`config.mk`:
```
export PLATFORM = sky130hd
export DESIGN_NAME = drop_sequencer
export DESIGN_NICKNAME = d
export VERILOG_FILES = /design/src/rtl/drop_sequencer_pkg.sv /design/src/rtl/drop_sequencer_cycle_counter.sv /design/src/rtl/drop_sequencer.sv
export SDC_FILE = /design/constraint.sdc
export NUM_CORES = 1
export LEC_CHECK = 0
export BUFFER_PORTS_ARGS = -buffer_cell sky130_fd_sc_hd__buf_2
export CAP_MARGIN = 10
export CORE_UTILIZATION = 30
export CTS_CLUSTER_SIZE = 25
export DETAILED_ROUTE_END_ITERATION = 8
export GPL_ROUTABILITY_DRIVEN = 0
export HOLD_SLACK_MARGIN = 0.05
export PLACE_DENSITY_LB_ADDON = 0.08
export SLEW_MARGIN = 20
export SYNTH_ARGS = -nofsm -noshare
export SYNTH_HDL_FRONTEND = slang
export SYNTH_SLANG_ARGS = --single-unit
```
`constraint.sdc`:
```
create_clock -name clk -period 3 [get_ports clk]
set_input_delay 0.6 -clock clk [delete_from_list [all_inputs] [get_ports clk]]
set_output_delay 0.6 -clock clk [all_outputs]
set_load 0.02 [all_outputs]
```
`src/rtl/drop_sequencer_pkg.sv`:
```
// Shared definitions for the drop sequencer: FSM state encoding, counter width
// and the command set of the shared cycle counter.
package drop_sequencer_pkg;

  localparam int unsigned CntW = 8;

  typedef enum logic [1:0] {
    StIdle     = 2'd0,
    StWaitData = 2'd1,
    StArmed    = 2'd2,
    StCooldown = 2'd3
  } state_e;

  typedef enum logic [1:0] {
    CntHold = 2'd0,
    CntLoad = 2'd1,
    CntInc  = 2'd2,
    CntDec  = 2'd3
  } cnt_op_e;

endpackage

```
`src/rtl/drop_sequencer_cycle_counter.sv`:
```
// Loadable up/down counter shared by the WAIT_DATA, ARMED and COOLDOWN states.
//   clk, rst_n   : clock, asynchronous active-low reset (count clears to 0)
//   op_i         : hold / load / increment / decrement
//   load_val_i   : value taken on a load
//   count_o      : current count
//   zero_o       : count_o == 0
module drop_sequencer_cycle_counter
  import drop_sequencer_pkg::*;
(
  input  logic            clk,
  input  logic            rst_n,
  input  cnt_op_e         op_i,
  input  logic [CntW-1:0] load_val_i,
  output logic [CntW-1:0] count_o,
  output logic            zero_o
);

  logic [CntW-1:0] count_q, count_d;

  always_comb begin
    count_d = count_q;
    unique case (op_i)
      CntHold: count_d = count_q;
      CntLoad: count_d = load_val_i;
      CntInc:  count_d = count_q + 1'b1;
      CntDec:  count_d = count_q - 1'b1;
    endcase
  end

  always_ff @(posedge clk or negedge rst_n) begin
    if (!rst_n) begin
      count_q <= '0;
    end else begin
      count_q <= count_d;
    end
  end

  assign count_o = count_q;
  assign zero_o  = (count_q == '0);

endmodule

```
`src/rtl/drop_sequencer.sv`:
```
// Sequencing controller for the baggage-drop display/drop stage.
// A request waits for a valid temperature sample, latches it, holds drop_en for
// DROP_CYCLES, then cools down for COOL_CYCLES. One request arriving during the
// window or cooldown is buffered and serviced next.
//   clk, rst_n        : clock, asynchronous active-low reset
//   drop_req          : drop request
//   t_valid           : t_act/t_lim valid this cycle
//   t_act, t_lim      : measured temperature and limit
//   drop_en           : enable to the display/drop decoder
//   t_act_q, t_lim_q  : latched sample for the decoder
//   busy              : FSM not in IDLE
//   done, result_hot  : window-finished pulse and its t_act_q > t_lim_q result
//   fault             : pulse on data timeout
module drop_sequencer
  import drop_sequencer_pkg::*;
#(
  parameter int unsigned DROP_CYCLES  = 8,
  parameter int unsigned COOL_CYCLES  = 4,
  parameter int unsigned DATA_TIMEOUT = 16
) (
  input  logic        clk,
  input  logic        rst_n,
  input  logic        drop_req,
  input  logic        t_valid,
  input  logic [15:0] t_act,
  input  logic [15:0] t_lim,
  output logic        drop_en,
  output logic [15:0] t_act_q,
  output logic [15:0] t_lim_q,
  output logic        busy,
  output logic        done,
  output logic        result_hot,
  output logic        fault
);

  localparam logic [CntW-1:0] DropLoad    = CntW'(DROP_CYCLES - 1);
  localparam logic [CntW-1:0] CoolLoad    = CntW'(COOL_CYCLES - 1);
  localparam logic [CntW-1:0] TimeoutLast = CntW'(DATA_TIMEOUT - 1);

  state_e          state_q, state_d;
  logic            pending_q, pending_d;
  logic            drop_en_q, drop_en_d;
  logic            busy_q, busy_d;
  logic            done_q, done_d;
  logic            result_hot_q, result_hot_d;
  logic            fault_q, fault_d;
  logic [15:0]     t_act_d, t_lim_d;
  logic [15:0]     t_act_r, t_lim_r;
  logic            capture;
  cnt_op_e         cnt_op;
  logic [CntW-1:0] cnt_load;
  logic [CntW-1:0] cnt;
  logic            cnt_zero;

  drop_sequencer_cycle_counter u_cycle_counter (
    .clk        (clk),
    .rst_n      (rst_n),
    .op_i       (cnt_op),
    .load_val_i (cnt_load),
    .count_o    (cnt),
    .zero_o     (cnt_zero)
  );

  always_comb begin
    state_d   = state_q;
    pending_d = pending_q;
    cnt_op    = CntHold;
    cnt_load  = '0;
    capture   = 1'b0;
    fault_d   = 1'b0;
    done_d    = 1'b0;

    unique case (state_q)
      StIdle: begin
        if (drop_req || pending_q) begin
          state_d   = StWaitData;
          pending_d = 1'b0;
          cnt_op    = CntLoad;
          cnt_load  = '0;
        end
      end
      StWaitData: begin
        // t_valid on the last waiting cycle still wins over the timeout.
        if (t_valid) begin
          capture  = 1'b1;
          state_d  = StArmed;
          cnt_op   = CntLoad;
          cnt_load = DropLoad;
        end else if (cnt == TimeoutLast) begin
          state_d = StIdle;
          fault_d = 1'b1;
        end else begin
          cnt_op = CntInc;
        end
      end
      StArmed: begin
        pending_d = pending_q | drop_req;
        if (cnt_zero) begin
          state_d  = StCooldown;
          cnt_op   = CntLoad;
          cnt_load = CoolLoad;
          done_d   = 1'b1;
        end else begin
          cnt_op = CntDec;
        end
      end
      StCooldown: begin
        pending_d = pending_q | drop_req;
        if (cnt_zero) begin
          state_d = StIdle;
        end else begin
          cnt_op = CntDec;
        end
      end
    endcase

    // Sample is already latched by the time the window closes.
    result_hot_d = done_d & (t_act_r > t_lim_r);
    drop_en_d    = (state_d == StArmed);
    busy_d       = (state_d != StIdle);
    t_act_d      = capture ? t_act : t_act_r;
    t_lim_d      = capture ? t_lim : t_lim_r;
  end

  always_ff @(posedge clk or negedge rst_n) begin
    if (!rst_n) begin
      state_q      <= StIdle;
      pending_q    <= 1'b0;
      drop_en_q    <= 1'b0;
      busy_q       <= 1'b0;
      done_q       <= 1'b0;
      result_hot_q <= 1'b0;
      fault_q      <= 1'b0;
      t_act_r      <= '0;
      t_lim_r      <= '0;
    end else begin
      state_q      <= state_d;
      pending_q    <= pending_d;
      drop_en_q    <= drop_en_d;
      busy_q       <= busy_d;
      done_q       <= done_d;
      result_hot_q <= result_hot_d;
      fault_q      <= fault_d;
      t_act_r      <= t_act_d;
      t_lim_r      <= t_lim_d;
    end
  end

  assign drop_en    = drop_en_q;
  assign busy       = busy_q;
  assign done       = done_q;
  assign result_hot = result_hot_q;
  assign fault      = fault_q;
  assign t_act_q    = t_act_r;
  assign t_lim_q    = t_lim_r;

endmodule

```
==> metrics.md <==
| Metric | Value |
|---|---|
| Status | `finished clean` |
| Clk sinks | `48` |
| Post-synth EDFFs | `0` |
| Hold slack | `approximately 0.26 ns` |
| Synthesized flop and latch total | `48` |
| Final hold violation count | `0` |
| CTS tree | `built` |
| Max-slew violation count | `0` |
| Net Sw Power | `1904 µW` |
| Switching share of power | `between 40% and 50%` |
| Final net count | `407` |
| Synth Instances | `about 250` |
| Commonest cells in the netlist | `dfrtp_1 (48), ha_1 (26), inv_1 (24), nand2_1 (24), o21ai_0 (23)` |
| Top-level port count | `73` |
| Cell-internal power | `2315 µW` |
| WL per Instance | `13.84 µm` |
| DRC | `0` |
| Routed WL | `6268 µm` |
| CTS clk-pin slew, worst paths | `0.10 ns` |
| DIE WIDTH | `roughly 97 µm` |
| Longest Clk Path Bufs | `2` |
| Final Worst Setup Slack | `0.1222 ns` |
| Hold buffer count at CTS | `0` |
| Antenna violations before repair | `0` |
| WS Path Type | `register to register` |
| P_leak | `0.001734 µW` |
| Seq pwr share | `27.6%` |
| Synth cell types | `52` |
| H-tree Lvls | `2` |
| Ant diodes | `0` |
| Number of fill cells | `a little under 900` |
| Final period util | `95.93%` |
| Total global-route track usage | `between 10% and 20%` |
| PD cells | `1221 nW/µm²` |
| Die Height | `96.67 µm` |
| Clock Latency Late Sink | `0.31 ns` |
| Min Tclk post-route | `2.878 ns` |
| Critical Path Sink Type | `register` |
| Area post-placement | `3287 µm²` |
| Via total after detailed routing | `2,181` |
| Ys Warns | `0` |
| Most common cell in the netlist | `dfrtp_1` |
| Synthesized area per cell | `10.59 µm²` |
| Number of maximum-capacitance violations | `0` |
| Antenna Nets Post-Route | `0` |
| Fraction of registers with async set/reset | `100.0%` |
| Min-delay worst type | `primary input to asynchronous set/reset pin` |
| Slew @ Worst Pin | `0.5108 ns` |
| Critical path data required time | `3.21 ns` |
| Footprint of the multi-input gates | `1431 µm²` |
| Die area | `about 9300 µm²` |
| Skew final | `0.008006 ns` |
| Clk pwr share | `10.2%` |
| Initial core utilization | `a little under a third` |
| Vias per std cell | `4.815` |
| VDD IR max | `roughly 0.00043 V` |
| Final setup fails | `0` |
| Fmax | `0.3475 GHz` |
| Setup crit start kind | `register` |
| Mapped Nets | `317` |
| Crit-path max FO | `5` |
| Mapped cell area | `2689 µm²` |
| Synth top area share | `between 40% and 50%` |
| Drt initial violations | `55` |
| DRT Pass-1 Iters | `6` |
| Comb pwr share | `62.2%` |
| First-pass GRT wire length | `10,540 µm` |
| Seq/Total Area, Yosys | `44.67%` |
| Port Buf Inserts | `72` |
| Core area | `around 8700 µm²` |
| Largest net degree at the start of global routing | `50` |
| Design area | `3455 µm²` |
| P&R area growth vs syn | `28.48%` |
| Top cells by area, synth | `dfrtp_1 (45%), ha_1 (12%), mux2_2 (6.7%)` |
| Vias in the first global route | `~2.1k` |
| Synth Flop Type | `dfrtp_1` |
| CTS Buf Count | `5` |
| Synth area leader | `dfrtp_1` |
| Pre-CTS worst setup slack | `-0.01843 ns` |
| Share of layout cells above drive strength 1 | `39.71%` |
| Grt ovf | `0` |
| WP data arrival | `roughly 3.1 ns` |
| Sum Neg Setup Slack | `0 ns` |
| DP HPWL | `approximately 4700 µm` |
| Clock root buffer master | `clkbuf_8` |
| # rows | `34` |
| Register Area | `1204 µm²` |
| Slew margin rel. | `between 60% and 70%` |
==> critical path, stage by stage, from the launching register on <==
cell	delay (ns)
dfrtp_2	0.48
and4_2	0.29
o32a_1	0.39
nand2_4	0.07
nand2_1	0.07
inv_2	0.13
ha_1	0.25
a21o_1	0.17
o21a_1	0.22
or3_2	0.46
a32o_1	0.26
==> stage by stage <==
step	power (µW)	cells	util, %
after CTS	4164	451	38.99
after detailed placement	3712	443	37.87
final	4219	453	39.81
after floorplan	2885	254	-
after global placement	3702	443	37.87
after global routing	4633	453	39.81
==> metal layers <==
metal | global-route usage [%] | vias to the layer above | wire length (µm)
li1 | - | 1083 | -
met1 | 18.84 | 1048 | 3021
met2 | 22.32 | 46 | 2937
met3 | 3.396 | 4 | 271
met4 | 2.411 | 0 | 37
met5 | 0 | - | 0
==> sequential cells by signal (all words and copies together), names as in the netlist <==
| name | flops |
|---|---|
| u_cycle_counter.count_o | 8 |
| pending_q | 1 |
| result_hot | 1 |
| fault | 1 |
| state_q | 2 |
| t_act_q | 16 |
| done | 1 |
| busy | 1 |
| drop_en | 1 |
| t_lim_q | 16 |
==> worst paths after layout <==
| path | to | startpoint | slack [ns] | depth (start not counted) |
|---|---|---|---|---|
| setup / recovery | u_cycle_counter.count_o[5] | u_cycle_counter.count_o[2] | 0.12 | 10 |
| hold reg to reg | t_act_q[5] | t_act_q[5] | 0.55 | 1 |
| min in group clk | t_lim_q[13] | t_lim[13] | 0.50 | 3 |
| hold / removal | t_lim_q[1] | rst_n | 0.26 | 1 |
| setup reg to reg | u_cycle_counter.count_o[5] | u_cycle_counter.count_o[2] | 0.12 | 10 |
| max in group asynchronous | u_cycle_counter.count_o[2] | rst_n | 1.98 | 2 |
==> power groups by stage <==
stage               clock [µW]  combinational [µW]  sequential [µW]
CTS                        452                2560             1150
finish                     428                2620             1170
global route               475                2940             1210
global placement             0                2540             1160
detailed placement           0                2540             1170
floorplan                    0                1470             1420
==> layout by cell type (no fill, tap or decap), types with 6 or more instances in the layout <==
| master | count |
|---|---|
| clkbuf_8 | 6 |
| dfrtp_1 | 46 |
| nor2_1 | 9 |
| buf_2 | 72 |
| o21ai_0 | 23 |
| mux2_2 | 16 |
| nand2_1 | 24 |
| inv_1 | 21 |
| ha_1 | 22 |
| a21oi_1 | 14 |
| buf_4 | 18 |
==> repair_timing <==
item | in CTS | in global routing
resized for setup | 0 | 13
endpoints found under the setup margin | 0 | 3
setup buffers | 0 | 2
==> cell families (layout without fill, tap and decap cells) <==
logic type,Yosys count,after routing,share of synthesized area (%)
AOI/OAI and AO/OA,69,69,18.66
and+or+nand+nor,58,58,10.94
DFF,48,48,44.67
buffers and inverters,31,122,4.421
adders and majority gates,27,27,12.84
muxes,19,19,7.818
xor gates and xnor gates,2,2,0.6516
==> layout make-up <==
type | count | share of cell area (%)
inverters | 24 | 2.680
flip-flops and latches | 48 | 34.84
clock buffers | 6 | 2.390
clock inverters | 2 | 0.3984
well taps | 108 | 3.912
multi-input cells | 175 | 41.43
repair buffers | 90 | 14.34
No activity file was read; power rests on OpenSTA's default activity.
